$ cat config.mk
export PLATFORM = sky130hd
export DESIGN_NAME = mux_scan_ctrl
export DESIGN_NICKNAME = d
export VERILOG_FILES = /design/src/rtl/mux_scan_ctrl.sv
export SDC_FILE = /design/constraint.sdc
export NUM_CORES = 1
export LEC_CHECK = 0
export ABC_AREA = 1
export CORE_UTILIZATION = 51
export CTS_CLUSTER_SIZE = 20
export DETAILED_ROUTE_END_ITERATION = 7
export PLACE_DENSITY = 0.78
export SYNTH_ARGS = -nofsm -noshare
export SYNTH_HDL_FRONTEND = slang
export SYNTH_SLANG_ARGS = --single-unit
$ cat constraint.sdc
create_clock -name clk -period 1.6 [get_ports clk]
set_input_delay 0.32 -clock clk [delete_from_list [all_inputs] [get_ports clk]]
set_output_delay 0.32 -clock clk [all_outputs]
set_load 0.02 [all_outputs]
$ cat src/rtl/mux_scan_ctrl.sv
// Scan controller for a 2-bit 4:1 picker: steps the select through channels 0..3,
// samples the picker output once per channel and publishes an 8-bit frame.
module mux_scan_ctrl #(
  parameter int DWELL = 4,
  parameter int CNT_W = 2
) (
  input  logic       clk,
  input  logic       rst,
  input  logic       start,
  input  logic       stop,
  input  logic       mode,
  output logic [1:0] sel_o,
  input  logic [1:0] pick_i,
  output logic       busy,
  output logic       done,
  output logic [7:0] frame_o,
  output logic       changed
);

  localparam logic [1:0] ST_IDLE = 2'd0;
  localparam logic [1:0] ST_SCAN = 2'd1;
  localparam logic [1:0] ST_DONE = 2'd2;

  localparam logic [CNT_W-1:0] CNT_LAST = CNT_W'(DWELL - 1);
  localparam logic [CNT_W-1:0] CNT_ZERO = CNT_W'(0);
  localparam logic [CNT_W-1:0] CNT_ONE  = CNT_W'(1);

  logic [1:0]       r_state;
  logic [1:0]       r_sel;
  logic [CNT_W-1:0] r_cnt;
  logic [5:0]       r_shadow;
  logic [7:0]       r_frame;
  logic             r_changed;
  logic             r_busy;
  logic             r_done;

  logic [1:0]       w_state_nx;
  logic [1:0]       w_sel_nx;
  logic [CNT_W-1:0] w_cnt_nx;
  logic [5:0]       w_shadow_nx;
  logic [7:0]       w_frame_nx;
  logic             w_changed_nx;
  logic [7:0]       w_new_frame;
  logic             w_last;

  assign w_new_frame = {pick_i, r_shadow};
  assign w_last      = (r_cnt == CNT_LAST);

  // Next-state logic: stop overrides everything and discards the partial shadow.
  always_comb begin
    w_state_nx   = r_state;
    w_sel_nx     = r_sel;
    w_cnt_nx     = r_cnt;
    w_shadow_nx  = r_shadow;
    w_frame_nx   = r_frame;
    w_changed_nx = r_changed;
    if (stop) begin
      w_state_nx  = ST_IDLE;
      w_sel_nx    = 2'd0;
      w_cnt_nx    = CNT_ZERO;
      w_shadow_nx = 6'd0;
    end else begin
      case (r_state)
        ST_IDLE: begin
          w_sel_nx = 2'd0;
          w_cnt_nx = CNT_ZERO;
          if (start) begin
            w_state_nx  = ST_SCAN;
            w_shadow_nx = 6'd0;
          end else begin
            w_state_nx = ST_IDLE;
          end
        end
        ST_SCAN: begin
          if (w_last) begin
            w_cnt_nx = CNT_ZERO;
            case (r_sel)
              2'd0: w_shadow_nx[1:0] = pick_i;
              2'd1: w_shadow_nx[3:2] = pick_i;
              2'd2: w_shadow_nx[5:4] = pick_i;
              default: w_shadow_nx = r_shadow;
            endcase
            // Channel 3 closes the frame; the select wraps to 0 only through DONE.
            if (r_sel == 2'd3) begin
              w_state_nx   = ST_DONE;
              w_frame_nx   = w_new_frame;
              w_changed_nx = (w_new_frame != r_frame);
            end else begin
              w_sel_nx = r_sel + 2'd1;
            end
          end else begin
            w_cnt_nx = r_cnt + CNT_ONE;
          end
        end
        ST_DONE: begin
          w_sel_nx    = 2'd0;
          w_cnt_nx    = CNT_ZERO;
          w_shadow_nx = 6'd0;
          if (mode) begin
            w_state_nx = ST_SCAN;
          end else begin
            w_state_nx = ST_IDLE;
          end
        end
        default: begin
          w_state_nx  = ST_IDLE;
          w_sel_nx    = 2'd0;
          w_cnt_nx    = CNT_ZERO;
          w_shadow_nx = 6'd0;
        end
      endcase
    end
  end

  // State and output registers; busy/done are decoded from the next state so they stay registered.
  always_ff @(posedge clk) begin
    if (rst) begin
      r_state   <= ST_IDLE;
      r_sel     <= 2'd0;
      r_cnt     <= CNT_ZERO;
      r_shadow  <= 6'd0;
      r_frame   <= 8'h00;
      r_changed <= 1'b0;
      r_busy    <= 1'b0;
      r_done    <= 1'b0;
    end else begin
      r_state   <= w_state_nx;
      r_sel     <= w_sel_nx;
      r_cnt     <= w_cnt_nx;
      r_shadow  <= w_shadow_nx;
      r_frame   <= w_frame_nx;
      r_changed <= w_changed_nx;
      r_busy    <= (w_state_nx != ST_IDLE);
      r_done    <= (w_state_nx == ST_DONE);
    end
  end

  assign sel_o   = r_sel;
  assign busy    = r_busy;
  assign done    = r_done;
  assign frame_o = r_frame;
  assign changed = r_changed;

endmodule

* Word level (Yosys, flattened, before mapping)
Cells that the tools add are included.
** Word-level totals
- Register bits after elaboration :: 23
- Input port bits :: 7
- Output and inout port bits :: 13
- Logic and storage cells :: 51
** Operators by class
- $add $sub $neg :: 2
- Equal/unequal tests :: 13
- Mux-type cells :: 12
- Bitwise logic cells :: 3
- Reductions and logical operators :: 11
** Operators by type and width (number)
- $mux 2 :: 6
- $mux 6 :: 2
- $pmux 6 s2 :: 1
- $eq 2x2->1 const B :: 5
- $reduce_and 3->1 :: 3
- $ne 8x8->1 :: 1
- $ne 2x1->1 const B :: 3
- $pmux 2 s3 :: 1
- $add 2x1->2 const B :: 2
- $eq 2x1->1 const B :: 2
- $logic_not 2->1 :: 2
- $ne 2x2->1 const B :: 2
- $reduce_and 4->1 :: 1
- $reduce_or 4->1 :: 1
- $not 1->1 :: 3
- $reduce_or 3->1 :: 1
- $mux 1 :: 2
- $reduce_and 2->1 :: 1
- $reduce_bool 2->1 :: 1
- $reduce_or 2->1 :: 1

* Logic depth before layout (Yosys ltp)
Gate-level depths: netlist of the first run.
- Word-level depth :: 6
- Mapped depth :: 9
- Depth with buffers taken out :: 9

* Worst setup path after synthesis of the first run
No wires, ideal clock.
- Path kind :: flip-flop to flip-flop
- From :: register r_sel[0] (netlist: sel_o[0])
- To :: register r_changed (netlist: changed)
- Setup time :: 117 ps
- Arrival time :: 1262 ps
- Required time :: 1483 ps
- Path slack :: 221 ps
- Stages on the path, launching flop included :: 7
- Path buffers :: 0
- Period minus slack after synthesis :: 1379 ps
- Path through :: dfxtp_1 ha_1 nand2_1 nor3_2 nand3_1 nor2_1 nor2_1
** Between the ends
- Longest elaborated chain between the ends :: 2
** Ends and longest elaborated chain
- start, declared :: line 29 : logic [1:0] r_sel;
- start signal, assigned :: line 128 : r_sel <= w_sel_nx;
- $eq 2x2->1 :: line 84 : if (r_sel == 2'd3) begin
- $reduce_and 4->1 (no line)
- end signal, assigned :: line 132 : r_changed <= w_changed_nx;
- end, declared :: line 33 : logic r_changed;
Every way passes these cells.
A chain may end at the register's enable or synchronous reset.

* Worst setup path in the final report of the first run
- From :: register r_busy (netlist: busy)
- To :: output port busy
** RTL lines
- start, declared :: line 34 : logic r_busy;
- start signal, assigned :: line 133 : r_busy <= (w_state_nx != ST_IDLE);
- end, declared :: line 14 : output logic busy,
No word-level cell between the ends.

==> results_dict.tcl, run 1 <==
set metrics [dict create \
    status "finished, final reports clean" \
    core-area_mm2 0.00202 \
    slew_viol_final 0 \
    regArea_um2 460 \
    drive_gt1_share_pct 8.94 \
    cts_sinks 23 \
    cts_buffers 3 \
    clk_latency_ns 0.30 \
    dr.pass1.iters 4 \
    cp-startpoint "busy$_SDFF_PP0_" \
    r2r_end "changed$_SDFFE_PP0P_" \
    fp.dieH_um 49.0 \
    pre_cts_ws_ns 0.102 \
    avgRoutedWirePerCell_um 9.85 \
    clkSlewWorstSetupHoldPaths_ns 0.12 \
    root_buffer "clkbuf_4" \
    ir_drop_uv 579 \
    ys_seq_elements 23 \
    drv_cap 0 \
    p_total_mw 0.954 \
    io_pins 20 \
    drt_iter0_drc 9 \
    placed_cells 202 \
    worst_path_dominant_cell_family "buffers and inverters" \
    rows 16 \
    tns_ns 0 \
    p_leak_nw 0.694 \
    reg2reg_depth 6 \
    finalWorstSetupSlack_ns 0.0617 \
    crit_chain "clkdlybuf4s50_1" \
    min_from "r_cnt[0]$_SDFF_PP0_" \
    postLayoutCoreUtil_pct 67.5 \
    hold_ws_ns 0.450 \
    synth_top_area_cell "dfxtp_1" \
    start_util_pct 55.7 \
    synthFlopType "dfxtp_1" \
    ys_seq_area_share_pct 40.9 \
    cts_hold_buf 0 \
    design.die.area_mm2 0.00240 \
    syn-cell-area_mm2 0.00113 \
    crit_slowest_cell "clkdlybuf4s50_1" \
    vias_per_cell 4.73 \
    crit_fanout 1 \
    area_growth_pct 21.2 \
    relSlewSlack_pct 79.0 \
    r2r_start "sel_o[0]$_SDFFE_PP0P_" \
    min_path_type "reg2reg" \
    antenna_found_initial 0 \
    num_antenna_cells 0 \
    final.min_clock_period_ns 1.54 \
    critical-path-max-stage-delay_ns 0.59 \
    clock_skew_ns 0.00200 \
    rsz0062_at_grt "false" \
    synthTopCellsByCount "nand2_1 (41), nor2_1 (26), dfxtp_1 (23)" \
    max_freq_mhz 650 \
    synth_edf_count 0 \
    ys_warn_count 0 \
    synth.most_common_cell "nand2_1" \
    dp_hpwl_mm 1.59 \
    drcViolationCount 0 \
    postSynthCellCount 156 \
    worstPathRequired_ns 1.28 \
    yosysTopAreaCellShare_pct 40.9 \
    min_to "r_cnt[0]$_SDFF_PP0_" \
    grt_pass1_vias 851 \
    grt-ovfl-total 0 \
    rrSetupSlack_ns 0.16 \
    hold_depth 1 \
    worst_setup_path_start_kind "flop" \
    detail-route-antenna-nets 0 \
    power.density_mw_per_mm2 699 \
    final_nets 192 \
    vias 974 \
    gp_congestion 0.783 \
    multi_input_area_um2 564 \
    cts_max_path_buffers 2 \
    ctsHtreeMaxLevel 1 \
    synth_cell_types 21 \
    period_share_pct 96.1 \
    syn_avg_cell_area_um2 7.22 \
    synth_fp_nets 168 \
    async_flop_share_pct 0 \
    synthTopCellsByArea "dfxtp_1 (41%), nand2_1 (14%), nor2_1 (8.7%)" \
    fin_cells 206 \
    crit_buf_inv 1 \
    end_kind "output pin" \
    hold_violations 0 \
    grt.total_usage_pct 19.1 \
    critPathKind "reg2out" \
    routed_wl_mm 2.03 \
    grt_pass1_wl_mm 3.61 \
    fin_area_mm2 0.00137 \
    cts_tree "yes" \
    crit_arrival_ns 1.22 \
    fillers 181 \
    port_buffers 19 \
    worst_pin_slew_ns 0.313 \
    setup_violations 0 \
    grt_max_degree 15 \
    placed_area_mm2 0.00135 \
    die_x_um 49.0 \
]
sequential cells by signal, indices dropped and copies added (netlist names):
signal,count
busy,1
changed,1
done,1
frame_o,8
r_cnt,2
r_shadow,6
r_state,2
sel_o,2
metal layers:
metal  global-route usage [%]  vias up  share of wire (%)  wire [µm]
li1                         -      525                  -          -
met3                     2.80        4                3.0         61
met5                        0        -                  0          0
met4                     7.35        0                1.8         36
met1                     24.0      427                 47        950
met2                     32.9       18                 48        981
kinds of logic after synthesis:
| family | share of synthesized area [%] |
|---|---|
| adder cells (fa/ha/maj) | 5.56 |
| AO/OA/AOI/OAI | 10.0 |
| flip-flops | 40.9 |
| AND/OR/NAND/NOR | 32.2 |
| XOR/XNOR | 2.33 |
| buffers and inverters | 9.00 |
power by group:
part           total, mW  internal, mW  switching [mW]  leakage (nW)
Clock              0.261        0.0972           0.164        0.0150
Sequential         0.589         0.582         0.00654         0.186
Combinational      0.104        0.0442          0.0598         0.493
Total              0.954         0.723           0.230         0.694
final cells by class:
| class | instances | share of cell area, % |
|---|---|---|
| Inverter | 24 | 6.60 |
| Sequential cell | 23 | 33.7 |
| Timing Repair Buffer | 20 | 13.9 |
| Multi-Input combinational cell | 108 | 41.3 |
| Clock buffer | 4 | 1.92 |
| Tap cell | 27 | 2.47 |
cells in the final DEF, fill, tap and decap left out, drive strengths merged:
cell	count
a211oi	1
a21oi	9
buf	1
clkbuf	4
clkdlybuf4s50	7
dfxtp	23
dlygate4sd2	10
dlymetal6s2s	2
ha	5
inv	24
nand2	42
nand3	4
nand3b	2
nor2	28
nor3	2
nor3b	1
o21ai	11
xor2	3
worst max path at each step:
| stage | depth (start not counted) | to | slack [ns] |
|---|---|---|---|
| floorplan | 6 | changed$_SDFFE_PP0P_ | 0.22 |
| CTS | 1 | changed | 0.005 |
| global route | 6 | changed$_SDFFE_PP0P_ | 0.003 |
| finish | 1 | busy | 0.06 |
| global placement | 7 | frame_o[0]$_SDFFE_PP0P_ | 0.14 |
| detailed placement | 6 | sel_o[1]$_SDFFE_PP0P_ | 0.10 |
what timing repair did:
action | 4_1_cts | 5_1_grt
gates resized for setup | 10 | 2
buffers inserted | 0 | 0
setup endpoints to repair | 10 | 2
Note: power is estimated with default switching activity, not from simulation.
==> run 2, diff against run 1 <==
--- a/config.mk
+++ b/config.mk
@@ -6,10 +6,13 @@
 export NUM_CORES = 1
 export LEC_CHECK = 0
 export ABC_AREA = 1
-export CORE_UTILIZATION = 51
+export CELL_PAD_IN_SITES_DETAIL_PLACEMENT = 1
+export CELL_PAD_IN_SITES_GLOBAL_PLACEMENT = 1
+export CORE_MARGIN = 4
+export CORE_UTILIZATION = 36
 export CTS_CLUSTER_SIZE = 20
 export DETAILED_ROUTE_END_ITERATION = 7
-export PLACE_DENSITY = 0.78
+export PLACE_DENSITY = 0.76
 export SYNTH_ARGS = -nofsm -noshare
 export SYNTH_HDL_FRONTEND = slang
 export SYNTH_SLANG_ARGS = --single-unit
==> run 2 against run 1 <==
Against the previous run: clock power increased by 5%; clock skew decreased by 0.00085 ns; total power rose by 1.8%; count of clock-buffer cells in the layout did not move; sequential cell count unchanged.
==> results_dict.tcl, run 2 (synthesized netlist as in run 1, its figures left out) <==
set metrics [dict create \
    status "finished, final reports clean" \
    fin_cells 223 \
    vias_per_cell 4.52 \
    fin_area_mm2 0.00139 \
    tns_ns 0 \
    grt-ovfl-total 0 \
    max_freq_mhz 694 \
    placed_cells 219 \
    power.density_mw_per_mm2 699 \
    cts_buffers 3 \
    rrSetupSlack_ns 0.16 \
    detail-route-antenna-nets 0 \
    die_x_um 63.9 \
    final_common_cell "nand2_1" \
    gp_congestion 0.828 \
    p_leak_nw 0.710 \
    relSlewSlack_pct 76.7 \
    drt_iter0_drc 33 \
    top_layer "met4" \
    core-area_mm2 0.00303 \
    wl_met3_um 93 \
    root_buffer "clkbuf_4" \
    reg2reg_depth 6 \
    post_cts_buffers 0 \
    crit_arrival_ns 1.66 \
    slew_viol_final 0 \
    r2r_start "sel_o[1]$_SDFFE_PP0P_" \
    min_path_type "reg2reg" \
    clock_skew_ns 0.00115 \
    crit_fanout 5 \
    cts_max_path_buffers 2 \
    dp_hpwl_mm 2.06 \
    drcViolationCount 0 \
    critPathKind "reg2reg" \
    design.die.area_mm2 0.00409 \
    grt.total_usage_pct 13.6 \
    period_share_pct 90.0 \
    grt_pass1_vias 1073 \
    drv_cap 0 \
    mostFrequentLayoutCells "nand2_1 (41), nor2_1 (26), dfxtp_1 (22), inv_1 (19), dlygate4sd2_1 (10)" \
    met1Wirelength_mm 1.14 \
    hold_depth 1 \
    port_buffers 19 \
    worst_setup_path_start_kind "flop" \
    drive_gt1_share_pct 9.50 \
    routed_wl_mm 2.58 \
    start_util_pct 37.2 \
    final.min_clock_period_ns 1.44 \
    largest_reg_flops 8 \
    rows 20 \
    final_nets 192 \
    dr.pass1.iters 3 \
    num_antenna_cells 0 \
    fp.dieH_um 63.9 \
    r2r_end "changed$_SDFFE_PP0P_" \
    clkSlewWorstSetupHoldPaths_ns 0.13 \
    p_total_mw 0.971 \
    end_kind "flop" \
    wl_met2_mm 1.32 \
    grt_pass1_wl_mm 4.54 \
    rsz0062_at_grt "false" \
    cts_sinks 23 \
    postLayoutCoreUtil_pct 45.9 \
    ctsHtreeMaxLevel 1 \
    min_to "r_cnt[0]$_SDFF_PP0_" \
    worstPathRequired_ns 1.82 \
    ir_drop_uv 306 \
    placed_area_mm2 0.00137 \
    vias 1007 \
    grt_max_degree 15 \
    cts_tree "yes" \
    min_from "r_cnt[0]$_SDFF_PP0_" \
    hold_violations 0 \
    avgRoutedWirePerCell_um 11.6 \
    io_pins 20 \
    area_growth_pct 23.4 \
    antenna_found_initial 0 \
    clk_latency_ns 0.31 \
    setup_violations 0 \
    worst_pin_slew_ns 0.348 \
]
run 2: cell types whose count changed in the layout (fill, tap and decap cells not counted):
| cell | before | now |
|---|---|---|
| dlymetal6s2s_1 | 2 | 3 |
| dfxtp_1 | 23 | 22 |
| clkdlybuf4s50_1 | 7 | 6 |
| dfxtp_2 | 0 | 1 |
run 2: final cells by class:
type / count / area [µm²]
repair buffers: 20 / 193
multi-input cells: 108 / 564
fillers: 400 / 1640
well taps: 44 / 55.1
clock buffers: 4 / 26.3
flip-flops and latches: 23 / 462
inverters: 24 / 90.1
run 2: critical path, stage by stage, from the launching register on:
cell and delay (ns):
dfxtp_1 0.40, ha_1 0.21, nand2_1 0.14, nor3_2 0.35, nand3_1 0.12, nor2_1 0.10
nor2_1 0.04
run 2: through the flow:
step	hold WS [ns]	setup WS (ns)
floorplan	0.389	0.221
global placement	0.418	0.127
detailed placement	0.425	0.0744
CTS	0.444	0.0126
global route	0.460	0.0124
finish	0.437	0.160
run 2: report_power, final:
part	internal, mW	switching [mW]
combinational	0.0440	0.0643
sequential	0.582	0.00726
clock	0.0973	0.176
run 2: worst max path at each step:
| stage | startpoint | end | slack [ns] | depth (start not counted) |
|---|---|---|---|---|
| 4_1_cts | done$_SDFF_PP0_ | done | 0.01 | 1 |
| 3_3_place_gp | stop | frame_o[0]$_SDFFE_PP0P_ | 0.13 | 7 |
| 3_5_place_dp | stop | sel_o[1]$_SDFFE_PP0P_ | 0.07 | 6 |
| 5_1_grt | sel_o[1]$_SDFFE_PP0P_ | frame_o[0]$_SDFFE_PP0P_ | 0.01 | 7 |
| 6_report | sel_o[1]$_SDFFE_PP0P_ | changed$_SDFFE_PP0P_ | 0.16 | 6 |
| 2_1_floorplan | sel_o[0]$_SDFFE_PP0P_ | changed$_SDFFE_PP0P_ | 0.22 | 6 |
run 2: per-layer routing:
metal / GRT usage [%] / vias to the layer above
met5: 0 / -
met1: 14.5 / 465
met3: 3.34 / 4
li1: - / 523
met4: 4.04 / 0
met2: 26.1 / 15
run 2: what timing repair did:
action / 4_1_cts / 5_1_grt
hold endpoints to repair: 0 / 0
setup endpoints to repair: 10 / 6
resized for setup: 10 / 4
hold buffers: 0 / 0
==> run 3, diff against run 2 <==
--- a/config.mk
+++ b/config.mk
@@ -13,6 +13,7 @@
 export CTS_CLUSTER_SIZE = 20
 export DETAILED_ROUTE_END_ITERATION = 7
 export PLACE_DENSITY = 0.76
+export SLEW_MARGIN = 20
 export SYNTH_ARGS = -nofsm -noshare
 export SYNTH_HDL_FRONTEND = slang
 export SYNTH_SLANG_ARGS = --single-unit
==> results of run 3 <==
Same layout as run 2: the final DEF is identical, and so are final timing and power.
